File: config.mk
export PLATFORM = sky130hd
export DESIGN_NAME = sm_hex_display_scan
export DESIGN_NICKNAME = d
export VERILOG_FILES = /design/src/rtl/sm_hex_display_scan_pkg.sv /design/src/rtl/sm_hex_display_timebase.sv /design/src/rtl/sm_hex_display_scan.sv
export SDC_FILE = /design/constraint.sdc
export NUM_CORES = 1
export LEC_CHECK = 0
export ABC_AREA = 0
export CORE_UTILIZATION = 61
export DETAILED_ROUTE_END_ITERATION = 12
export GPL_ROUTABILITY_DRIVEN = 0
export MAX_ROUTING_LAYER = met4
export PLACE_DENSITY_LB_ADDON = 0.15
export REMOVE_ABC_BUFFERS = 1
export SLEW_MARGIN = 0
export SYNTH_ARGS = -nofsm -noshare
export SYNTH_HDL_FRONTEND = slang
export SYNTH_HIERARCHICAL = 1
export SYNTH_SLANG_ARGS = --single-unit
File: constraint.sdc
create_clock -name clkin -period 4.7 [get_ports clkin]
set_input_delay 0.94 -clock clkin [delete_from_list [all_inputs] [get_ports clkin]]
set_output_delay 0.94 -clock clkin [all_outputs]
set_load 0.02 [all_outputs]
File: src/rtl/sm_hex_display_scan_pkg.sv
// Shared constants for the 3-digit seven-segment scan controller.
// Segment bit positions, slot geometry and per-slot state encoding.
package sm_hex_display_scan_pkg;

  localparam int NDIG          = 3;
  localparam int SLOT_SUBTICKS = 16;

  localparam int SEG_A  = 0;
  localparam int SEG_B  = 1;
  localparam int SEG_C  = 2;
  localparam int SEG_D  = 3;
  localparam int SEG_E  = 4;
  localparam int SEG_F  = 5;
  localparam int SEG_G  = 6;
  localparam int SEG_DP = 7;

  localparam logic [1:0] ST_BLANK = 2'd0;
  localparam logic [1:0] ST_ON    = 2'd1;
  localparam logic [1:0] ST_OFF   = 2'd2;

  function automatic logic [2:0] dig_sel_n(input logic [1:0] d);
    case (d)
      2'd0:    dig_sel_n = 3'b110;
      2'd1:    dig_sel_n = 3'b101;
      2'd2:    dig_sel_n = 3'b011;
      default: dig_sel_n = 3'b111;
    endcase
  endfunction

endpackage

File: src/rtl/sm_hex_display_timebase.sv
// Prescaler, sub-tick and digit counters for the display scan.
// Held at zero while the display is disabled.
module sm_hex_display_timebase
  import sm_hex_display_scan_pkg::*;
#(
  parameter int PRESCALE = 16
) (
  input  logic       clkin,
  input  logic       rst,
  input  logic       enable,
  output logic [3:0] sub,
  output logic [1:0] dig,
  output logic       slot_start,
  output logic       frame_end
);

  localparam int PW = $clog2(PRESCALE);
  localparam logic [PW-1:0] PMAX = PW'(PRESCALE - 1);
  localparam logic [3:0] SMAX = 4'(SLOT_SUBTICKS - 1);
  localparam logic [1:0] DMAX = 2'(NDIG - 1);

  logic [PW-1:0] pre;
  logic          stb;

  assign stb = (pre == PMAX);

  always_ff @(posedge clkin) begin
    if (rst || !enable) begin
      pre <= '0;
      sub <= '0;
      dig <= '0;
    end else begin
      pre <= stb ? '0 : pre + PW'(1);
      if (stb) begin
        sub <= (sub == SMAX) ? 4'd0 : sub + 4'd1;
        if (sub == SMAX)
          dig <= (dig == DMAX) ? 2'd0 : dig + 2'd1;
      end
    end
  end

  assign slot_start = enable && (pre == '0) && (sub == 4'd0);
  assign frame_end  = enable && stb && (sub == SMAX) && (dig == DMAX);

endmodule

File: src/rtl/sm_hex_display_scan.sv
// Multiplexed 3-digit seven-segment scanner with dead-time,
// PWM brightness and frame-atomic double-buffered patterns.
module sm_hex_display_scan
  import sm_hex_display_scan_pkg::*;
#(
  parameter int PRESCALE = 16
) (
  input  logic       clkin,
  input  logic       rst,
  input  logic       wr_en,
  input  logic [1:0] wr_addr,
  input  logic [7:0] wr_data,
  input  logic [3:0] brightness,
  input  logic       enable,
  output logic [6:0] seg_n,
  output logic       dp_n,
  output logic [2:0] dig_n,
  output logic       frame_tick
);

  logic [3:0] sub;
  logic [1:0] dig;
  logic       slot_start;
  logic       frame_end;

  logic [7:0] shadow [NDIG];
  logic [7:0] active [NDIG];
  logic [3:0] bright_q;
  logic [1:0] st;

  sm_hex_display_timebase #(
    .PRESCALE(PRESCALE)
  ) u_tb (
    .clkin     (clkin),
    .rst       (rst),
    .enable    (enable),
    .sub       (sub),
    .dig       (dig),
    .slot_start(slot_start),
    .frame_end (frame_end)
  );

  // Commit copies the pre-write shadow, so a colliding write waits a frame.
  always_ff @(posedge clkin) begin
    if (rst) begin
      for (int i = 0; i < NDIG; i++) begin
        shadow[i] <= '0;
        active[i] <= '0;
      end
    end else begin
      if (frame_end) begin
        for (int i = 0; i < NDIG; i++)
          active[i] <= shadow[i];
      end
      if (wr_en && (wr_addr != 2'd3))
        shadow[wr_addr] <= wr_data;
    end
  end

  always_ff @(posedge clkin) begin
    if (rst)
      bright_q <= '0;
    else if (slot_start)
      bright_q <= brightness;
  end

  always_comb begin
    st = ST_BLANK;
    if (!enable || sub == 4'd0)
      st = ST_BLANK;
    else if (sub <= bright_q)
      st = ST_ON;
    else
      st = ST_OFF;
  end

  always_ff @(posedge clkin) begin
    if (rst) begin
      seg_n      <= 7'h7F;
      dp_n       <= 1'b1;
      dig_n      <= 3'b111;
      frame_tick <= 1'b0;
    end else begin
      frame_tick <= frame_end;
      if (st == ST_ON) begin
        dig_n <= dig_sel_n(dig);
        seg_n <= ~active[dig][SEG_G:SEG_A];
        dp_n  <= ~active[dig][SEG_DP];
      end else begin
        dig_n <= 3'b111;
        seg_n <= 7'h7F;
        dp_n  <= 1'b1;
      end
    end
  end

endmodule

==> results by group, run 1 <==
Status
  • Run status: completed

Global routing
  • Overall Global Routing Usage: 0.210
  • Pin count of the biggest net entering global routing: 26
  • Wire length of the first global-routing pass: 7.93 mm
  • GRT overflow: 0
  • Initial antenna violation count: 0
  • Vias in the first global route: 1,739

Routing
  • Routed WL per cell: 14.1 um
  • Violation count after the first detailed-routing iteration: 102
  • Total detailed-routing wirelength: 5.07 mm
  • Detailed-routing iteration count for the pre-antenna-repair pass: 4
  • Routed vias: 1,894
  • Number of remaining DRC errors: 0
  • Average via count per standard cell: 5.26
  • Number of routed nets with antenna violations: 0

Pwr
  • Peak ir drop on the vdd network: 0.179 mV
  • Cell-internal power: 972 uW
  • Switching share of power: 0.205
  • Power density normalized to cell area: 329 mW/mm2
  • Sw Pwr: 251 uW
  • Relative contribution of combinational cells to total power: 0.051
  • Register share of total power: 0.594
  • Overall power consumption: 1.22 mW
  • Cell leakage power: 1.36 nW
  • Clock power share: 0.354

Worst setup path
  • Start of the worst register-to-register path: u_tb/sub[1]$_SDFFE_PP0N_
  • Critical path buffer and inverter count: 1
  • Launch point of the critical path: enable
  • Crit. path cell count: 5
  • Maximum fanout encountered on the critical timing path: 5
  • Critical path type: in -> reg
  • Arrival @ worst endpoint: 2.80 ns
  • Category of cells accounting for the largest share of critical-path delay: simple AND/OR/NAND/NOR gates
  • Setup crit end kind: flop
  • Startpoint type of the worst setup path: input pin
  • Cell Chain, Critical Path: clkdlybuf4s50_1 > nand4b_1 > nor4_1 > mux2i_1 > nor2_1
  • CP max stage cell: sky130_fd_sc_hd__nor4_1
  • Critical Path Max Stage Delay: 0.83 ns
  • Required time of the critical path: 4.90 ns
  • Reg2Reg Setup Slack: 2.45 ns
  • Cells on worst reg2reg path: 4

Clocking
  • CTS Sinks: 74
  • CTS tree: done
  • Maximum level of the CTS H-tree: 3
  • Clock Tree Buf Depth: 2
  • Clock-pin slew on the worst setup and hold paths: 0.07 ns
  • Clk Latency, worst-skew pair: 0.33 ns
  • Number of CTS-inserted buffers: 9
  • Hold buffer count at CTS: 0
  • Clk Tree Root Cell: sky130_fd_sc_hd__clkbuf_8
  • Resize count post-CTS: 0
  • Buffer count from post-CTS setup fixing: 0

Timing
  • Fin. max-slew vios: 0
  • Final hold viol count: 0
  • Endpoints failing setup: 0
  • Fraction of the cycle the final worst path needs: 0.555
  • Fin Hold WS: 0.496 ns
  • Worst slew pin tran: 1.08 ns
  • Upper clock frequency limit: 0.383 GHz
  • Minimum setup slack in the final design: 2.09 ns
  • Slew margin rel.: 0.276
  • Total Neg Setup Slack: 0 ns
  • Fin crit period: 2.61 ns
  • RSZ-0062 raised after global routing: false
  • Worst clock skew on the final layout: 0.00536 ns

Flow run
  • Count of maximum capacitance violations: 0

Synth
  • Most frequent cells after synthesis: sky130_fd_sc_hd__edfxtp_1, sky130_fd_sc_hd__and2_1, sky130_fd_sc_hd__dfxtp_1, sky130_fd_sc_hd__nor2b_1, sky130_fd_sc_hd__and2_2
  • Most frequently used flop master after synthesis: sky130_fd_sc_hd__edfxtp_1
  • Netlist area before placement: 0.00323 mm2
  • Most frequently used cell type in the post-synthesis netlist: sky130_fd_sc_hd__edfxtp_1
  • Top cell type by total area after synthesis: sky130_fd_sc_hd__edfxtp_1
  • Fraction of registers with async set or reset after synthesis: 0
  • Number of different library cells in the post-synthesis netlist: 36
  • Yosys warning count: 6
  • Mean post-synth cell area: 12.6 um2
  • Synthesis-stage register bit count: 74
  • Area share of the largest cell type after synthesis: 0.446
  • Sequential share of the synthesized area: 0.608
  • Number of enable-type register cells in the synthesized netlist: 48
  • Synthesized instance count: 257
  • Ranking of synthesized cells by area: sky130_fd_sc_hd__edfxtp_1, sky130_fd_sc_hd__dfxtp_1, sky130_fd_sc_hd__and2_1, sky130_fd_sc_hd__nor2b_1, sky130_fd_sc_hd__and2_2

Floorplanning
  • Die outline width: 74.8 um
  • Die footprint: 0.00559 mm2
  • Core area: 0.00511 mm2
  • Starting density of the core: 0.632
  • Die outline height: 74.8 um
  • Ports: 30
  • Number of standard-cell rows in the floorplan: 26

Cells and area
  • Fin area: 0.00372 mm2
  • Area growth from synthesis to layout: 15.3%
  • Fraction of layout instances using a drive strength above 1: 0.145
  • Non-filler instance count after layout: 360
  • Post-Route Utilization: 0.729
  • # diodes: 0
  • Nets: 311

Worst hold path
  • Hold Path Stages: 2
  • HP Start: bright_q[3]$_SDFFE_PP0P_
  • Class of the tightest hold or removal check: reg -> reg

Placed design
  • Buffers on Ports: 29
  • Placed cell area: 0.00355 mm2
  • Number of placed instances, taps included: 344
  • Detailed placement HPWL: 3.66 mm
  • Post-placement setup slack: 1.73 ns
-- per-layer routing --
layer | vias to the layer above | track usage | part of all wire
met2 | 40 | 0.350 | 0.52
met4 | 0 | 0.138 | 0.040
met5 | - | - | 0
met3 | 19 | 0.0576 | 0.033
li1 | 967 | - | -
met1 | 868 | 0.218 | 0.41
-- worst min-delay path, stage by stage (launching register included) --
cell and delay, ns:
sky130_fd_sc_hd__dfxtp_1 0.33, sky130_fd_sc_hd__mux2i_1 0.07, sky130_fd_sc_hd__nor2_1 0.07
-- sequential cells by signal, summed over array words and instances (netlist names) --
signal and flops:
active 24, u_tb/pre 4, dig_n 3, u_tb/dig 2
seg_n 7, frame_tick 1, bright_q 4, dp_n 1
u_tb/sub 4, shadow 24
-- power by group through the flow --
stage | Sequential [mW] | Combinational (mW) | Clock, mW
final | 0.727 | 0.0628 | 0.433
after global routing | 0.729 | 0.0697 | 0.471
after CTS | 0.727 | 0.0640 | 0.443
after detailed placement | 0.741 | 0.0636 | 0
after global placement | 0.740 | 0.0619 | 0
after floorplan | 0.738 | 0.0353 | 0
-- kinds of logic after synthesis --
family                     Yosys count  share of synthesized area
and+or+nand+nor                    123                      0.262
muxes                                5                     0.0155
buffers and inverters               22                     0.0302
adders and majority gates            8                     0.0310
xor gates and xnor gates             3                    0.00814
DFF                                 74                      0.608
AOI/OAI and AO/OA                   22                     0.0461
-- path summary, 6_finish.rpt --
path                                                    to
worst max-delay path              bright_q[0]$_SDFFE_PP0P_
worst min register to register    bright_q[3]$_SDFFE_PP0P_
worst min-delay path              bright_q[3]$_SDFFE_PP0P_
worst max register to register  active[0][5]$_SDFFCE_PN0P_
-- area by class of cell --
class / instances / area [um2]
sequential: 74 / 1960
fill: 389 / 1390
multi-input combinational: 161 / 1170
timing repair buffer: 29 / 290
clock buffer: 13 / 160
tap: 70 / 87.6
inverter: 10 / 37.5
clock inverter: 3 / 15.0
-- cell usage in the layout, fill, tap and decap left out, types with 4 or more instances in the layout --
master,synthesis,layout
sky130_fd_sc_hd__inv_1,10,10
sky130_fd_sc_hd__nor2_1,9,9
sky130_fd_sc_hd__mux2i_1,5,5
sky130_fd_sc_hd__clkdlybuf4s50_1,0,29
sky130_fd_sc_hd__a211o_1,8,8
sky130_fd_sc_hd__o21ai_0,5,5
sky130_fd_sc_hd__nand4_1,13,13
sky130_fd_sc_hd__nor3_1,8,8
sky130_fd_sc_hd__clkbuf_8,0,9
sky130_fd_sc_hd__and2_1,32,32
sky130_fd_sc_hd__nor2b_1,20,20
sky130_fd_sc_hd__edfxtp_1,48,48
sky130_fd_sc_hd__ha_1,8,8
sky130_fd_sc_hd__a21oi_1,7,7
sky130_fd_sc_hd__dfxtp_1,26,26
sky130_fd_sc_hd__and2_2,16,16
sky130_fd_sc_hd__or2_2,4,4
sky130_fd_sc_hd__or4_1,4,4
Power figures use the tool's default switching activity.
==> inputs of run 2 (changes only) <==
Settings changed: CORE_UTILIZATION 61 to 51.
Clock period 4.7 ns to 2.1 ns, I/O delays scaled along.
==> run 2 against run 1 <==
  * Core utilization down 8.5 points
  * Highest routed layer unchanged
  * Sequential power up 120%
  * Via count up 2.1%
  * Largest cell class unchanged
  * Combinational power rose to 2.5 times the previous value
==> results by group, run 2 (synthesis gave the netlist of run 1 again) <==
Pwr
  • Cell-internal power: 2.36 mW
  • Register share of total power: 0.551
  • Peak ir drop on the vdd network: 0.402 mV
  • Overall power consumption: 2.95 mW
  • Switching share of power: 0.200
  • Cell leakage power: 1.44 nW
  • Relative contribution of combinational cells to total power: 0.054
  • Power density normalized to cell area: 760 mW/mm2
  • Clock power share: 0.394
  • Sw Pwr: 590 uW

Cells and area
  • # diodes: 0
  • Fin area: 0.00388 mm2
  • Most frequent cells in the layout: sky130_fd_sc_hd__edfxtp_1, sky130_fd_sc_hd__and2_1, sky130_fd_sc_hd__clkdlybuf4s50_1, sky130_fd_sc_hd__dfxtp_1, sky130_fd_sc_hd__nor2b_1
  • Leading cell type in the layout, fill and taps excluded: sky130_fd_sc_hd__edfxtp_1
  • Fraction of layout instances using a drive strength above 1: 0.179
  • Registers with the most flip-flops: active: 24 flops, shadow: 24 flops, seg_n: 7 flops
  • Nets: 323
  • Area growth from synthesis to layout: 20.1%

Timing
  • Slew margin rel.: 0.596
  • Final hold viol count: 0
  • Fin Hold WS: 0.503 ns
  • RSZ-0062 raised after global routing: false
  • Total Neg Setup Slack: 0 ns
  • Fin crit period: 1.87 ns
  • Worst clock skew on the final layout: 0.00549 ns
  • Fin. max-slew vios: 0
  • Minimum setup slack in the final design: 0.235 ns
  • Upper clock frequency limit: 0.536 GHz
  • Endpoints failing setup: 0
  • Fraction of the cycle the final worst path needs: 0.888
  • Worst slew pin tran: 0.601 ns

Routing
  • Violation count after the first detailed-routing iteration: 75
  • Detailed-routing iteration count for the pre-antenna-repair pass: 7
  • Number of routed nets with antenna violations: 0
  • Routed WL per cell: 13.4 um
  • Number of remaining DRC errors: 0
  • Routed vias: 1,934
  • Total detailed-routing wirelength: 5.05 mm
  • Average via count per standard cell: 5.13

Floorplanning
  • Core area: 0.00603 mm2
  • Starting density of the core: 0.536
  • Die outline height: 81.6 um
  • Die footprint: 0.00665 mm2
  • Number of standard-cell rows in the floorplan: 28
  • Ports: 30
  • Die outline width: 81.6 um

Clocking
  • Clk Latency, worst-skew pair: 0.34 ns
  • Maximum level of the CTS H-tree: 3
  • Clk Tree Root Cell: sky130_fd_sc_hd__clkbuf_8
  • Clock Tree Buf Depth: 2
  • Clock-pin slew on the worst setup and hold paths: 0.07 ns
  • Hold buffer count at CTS: 0
  • CTS tree: done
  • Number of CTS-inserted buffers: 9
  • CTS Sinks: 74

Global routing
  • Global Route met2 Usage: 0.294
  • Most used routing layer: met2
  • Wire length of the first global-routing pass: 8.40 mm
  • Global Route met3 Usage: 0.0533
  • Overall Global Routing Usage: 0.180
  • Vias in the first global route: 1,813
  • GRT overflow: 0
  • Global-route track usage on met1: 0.208
  • Initial antenna violation count: 0
  • Pin count of the biggest net entering global routing: 26

Worst hold path
  • HP Start: bright_q[3]$_SDFFE_PP0P_
  • Class of the tightest hold or removal check: reg -> reg

Worst setup path
  • Critical path type: reg -> reg
  • Maximum fanout encountered on the critical timing path: 24
  • Startpoint type of the worst setup path: flop
  • Cell Chain, Critical Path: ha_1 > nand3_1 > nor4_1 > or2_2 > buf_12
  • Critical Path Max Stage Delay: 0.47 ns
  • Launch point of the critical path: u_tb/sub[1]$_SDFFE_PP0N_
  • Setup crit end kind: flop
  • Start of the worst register-to-register path: u_tb/sub[1]$_SDFFE_PP0N_
  • CP max stage cell: sky130_fd_sc_hd__dfxtp_1
  • Required time of the critical path: 2.14 ns
  • Arrival @ worst endpoint: 1.91 ns

Status
  • Run status: completed

Placed design
  • Post-placement setup slack: 0.138 ns
  • Detailed placement HPWL: 3.52 mm
  • Buffers on Ports: 29
  • Placed cell area: 0.00367 mm2

Flow run
  • Count of maximum capacitance violations: 0
run 2: cell count changes in the layout (fill, tap and decap cells not counted), sizes merged:
cell	delta
clkinvlp	+2
bufinv	+2
clkbuf	-2
clkinv	-2
buf	+12
run 2: worst paths after layout:
check / end / slack (ns) / cells after the start
setup reg to reg: active[2][7]$_SDFFCE_PN0P_ / 0.23 / 5
setup / recovery: active[2][7]$_SDFFCE_PN0P_ / 0.23 / 5
hold reg to reg: bright_q[3]$_SDFFE_PP0P_ / 0.50 / 2
hold / removal: bright_q[3]$_SDFFE_PP0P_ / 0.50 / 2
run 2: worst max-delay path: cells and delay by family (launching register included):
family,cells,cell delay (ns)
AND/OR/NAND/NOR,3,0.67
flip-flops,1,0.47
adder cells (fa/ha/maj),1,0.25
buffers and inverters,1,0.17
run 2: routing by layer:
layer	vias to the layer above	part of all wire
met1	899	0.45
met5	-	0
met2	34	0.50
li1	991	-
met4	0	0.015
met3	10	0.038
run 2: metrics by stage:
stage	cells	util
after floorplan	245	-
after CTS	377	0.644
final	377	0.644
after global placement	361	0.609
after detailed placement	361	0.609
after global routing	377	0.644
run 2: area by class of cell:
cell class,instances,area [um2]
Inverter,10,37.5
Clock buffer,11,131
Timing Repair Buffer,41,405
Sequential cell,74,1960
Tap cell,75,93.8
Multi-Input combinational cell,161,1170
Fill cell,462,2150
Clock inverter,5,78.8
run 2: what timing repair did:
item / CTS / global route
resized for setup: 0 / 1
setup buffers: 0 / 0
endpoints found under the setup margin: 0 / 24
endpoints found under the hold margin: 0 / 0
run 2: power by group through the flow:
| stage | Combinational (mW) | Clock (mW) | Sequential, mW |
|---|---|---|---|
| CTS | 0.163 | 1.19 | 1.63 |
| global route | 0.175 | 1.26 | 1.63 |
| finish | 0.160 | 1.16 | 1.63 |
| detailed placement | 0.162 | 0 | 1.66 |
| floorplan | 0.0790 | 0 | 1.65 |
| global placement | 0.158 | 0 | 1.66 |
==> inputs of run 3 (changes only) <==
Settings changed: CORE_MARGIN set to 2.
==> run 3 against run 2 <==
  * Sequential share of layout area hardly changed
  * Non-clock buffer count stayed put
  * Clock-buffer cell count is 2 lower
  * Clock power is 4% lower
  * Maximum frequency is 1.6% higher
  * Critical path depth stayed put
  * Highest routed layer unchanged
  * Combinational power hardly changed
  * Global-route usage is 1.0 points lower
  * Cell count stayed put
==> results by group, run 3 (synthesis gave the netlist of run 1 again) <==
Status
  • Run status: completed

Clocking
  • Clk Latency, worst-skew pair: 0.35 ns
  • Hold buffer count at CTS: 0
  • CTS Sinks: 74
  • Clock Tree Buf Depth: 2
  • Clock-pin slew on the worst setup and hold paths: 0.08 ns
  • Number of CTS-inserted buffers: 9
  • CTS tree: done
  • Maximum level of the CTS H-tree: 3
  • Clk Tree Root Cell: sky130_fd_sc_hd__clkbuf_8

Worst hold path
  • Class of the tightest hold or removal check: reg -> reg
  • Hold Path Stages: 2

Timing
  • Fin crit period: 1.84 ns
  • Upper clock frequency limit: 0.545 GHz
  • Fraction of the cycle the final worst path needs: 0.874
  • Fin. max-slew vios: 0
  • Endpoints failing setup: 0
  • Minimum setup slack in the final design: 0.265 ns
  • Total Neg Setup Slack: 0 ns
  • RSZ-0062 raised after global routing: false
  • Final hold viol count: 0
  • Worst clock skew on the final layout: 0.00946 ns
  • Worst slew pin tran: 0.590 ns
  • Slew margin rel.: 0.604

Floorplanning
  • Die footprint: 0.00698 mm2
  • Die outline height: 83.6 um
  • Number of standard-cell rows in the floorplan: 28
  • Core area: 0.00603 mm2
  • Starting density of the core: 0.536
  • Die outline width: 83.6 um
  • Ports: 30

Pwr
  • Cell leakage power: 1.44 nW
  • Power density normalized to cell area: 747 mW/mm2
  • Peak ir drop on the vdd network: 0.415 mV

Placed design
  • Buffers on Ports: 29
  • Post-placement setup slack: 0.0774 ns
  • Detailed placement HPWL: 3.56 mm

Cells and area
  • Area taken by multi-input logic gates: 0.00118 mm2
  • Area growth from synthesis to layout: 20.1%
  • Reg area: 0.00196 mm2
  • Leading cell type in the layout, fill and taps excluded: sky130_fd_sc_hd__edfxtp_1
  • Registers with the most flip-flops: active: 24 flops, shadow: 24 flops, seg_n: 7 flops
  • Final-layout fill cell count: 472
  • # diodes: 0
  • Fraction of layout instances using a drive strength above 1: 0.192
  • Nets: 323
  • Most frequent cells in the layout: sky130_fd_sc_hd__edfxtp_1, sky130_fd_sc_hd__and2_1, sky130_fd_sc_hd__clkdlybuf4s50_1, sky130_fd_sc_hd__dfxtp_1, sky130_fd_sc_hd__nor2b_1

Routing
  • Average via count per standard cell: 5.17
  • Detailed-routing iteration count for the pre-antenna-repair pass: 4
  • Routed vias: 1,950
  • Routed WL per cell: 13.9 um
  • Total detailed-routing wirelength: 5.24 mm
  • Number of remaining DRC errors: 0
  • Number of routed nets with antenna violations: 0
  • Violation count after the first detailed-routing iteration: 66

Worst setup path
  • Startpoint type of the worst setup path: flop
  • Arrival @ worst endpoint: 1.89 ns
  • Critical path type: reg -> reg
  • Maximum fanout encountered on the critical timing path: 24
  • Cells on worst reg2reg path: 5
  • Required time of the critical path: 2.15 ns
  • Setup crit end kind: flop

Global routing
  • Wire length of the first global-routing pass: 8.89 mm
  • GRT overflow: 0
  • Overall Global Routing Usage: 0.170
  • Initial antenna violation count: 0
  • Pin count of the biggest net entering global routing: 26
  • Vias in the first global route: 1,856

Flow run
  • Count of maximum capacitance violations: 0
## run 3: cell count changes in the layout (fill, tap and decap cells not counted), sizes merged
cell	change
clkbuf	-2
clkinv	+2
inv	+2
bufinv	-1
clkinvlp	-1
## run 3: what timing repair did
item	4_1_cts	5_1_grt
setup endpoints to repair	0	24
gates resized for setup	0	2
setup buffers	0	0
## run 3: worst paths after layout
check / start / to / slack [ns]
worst min-delay path: bright_q[3]$_SDFFE_PP0P_ / bright_q[3]$_SDFFE_PP0P_ / 0.50
worst max-delay path: u_tb/sub[1]$_SDFFE_PP0N_ / active[1][5]$_SDFFCE_PN0P_ / 0.26
worst min register to register: bright_q[3]$_SDFFE_PP0P_ / bright_q[3]$_SDFFE_PP0P_ / 0.50
worst max register to register: u_tb/sub[1]$_SDFFE_PP0N_ / active[1][5]$_SDFFCE_PN0P_ / 0.26
## run 3: power breakdown
part | switching [mW] | leakage [nW] | internal (mW)
combinational | 0.0760 | 0.668 | 0.0838
clock | 0.553 | 0.100 | 0.559
sequential | 0.0170 | 0.671 | 1.61
## run 3: per-stage QoR
step / area, um2 / power (mW) / instances / hold WS (ns) / utilization
finish: 3880 / 2.90 / 377 / 0.501 / 0.643
global route: 3880 / 3.00 / 377 / 0.532 / 0.643
CTS: 3870 / 2.91 / 377 / 0.507 / 0.642
detailed placement: 3670 / 1.82 / 361 / 0.488 / 0.609
global placement: 3670 / 1.82 / 361 / 0.476 / 0.609
floorplan: 3170 / 1.73 / 245 / 0.460 / -
## run 3: metal layers
metal	wire, um	global-route usage
met3	246	0.0663
met2	2540	0.252
met4	118	0.0674
met5	0	-
met1	2340	0.210
## run 3: area by class of cell
| class | count | area share |
|---|---|---|
| Sequential cell | 74 | 0.506 |
| Clock buffer | 9 | 0.0319 |
| Multi-Input combinational cell | 161 | 0.304 |
| Clock inverter | 7 | 0.0200 |
| Inverter | 10 | 0.00968 |
| Tap cell | 75 | 0.0242 |
| Timing Repair Buffer | 41 | 0.105 |
## run 3: critical path, cell delays in order (launching register included)
cell and delay [ns]:
sky130_fd_sc_hd__dfxtp_1 0.47, sky130_fd_sc_hd__ha_1 0.25, sky130_fd_sc_hd__nand3_1 0.14, sky130_fd_sc_hd__nor4_2 0.31, sky130_fd_sc_hd__or2_2 0.20, sky130_fd_sc_hd__buf_12 0.17
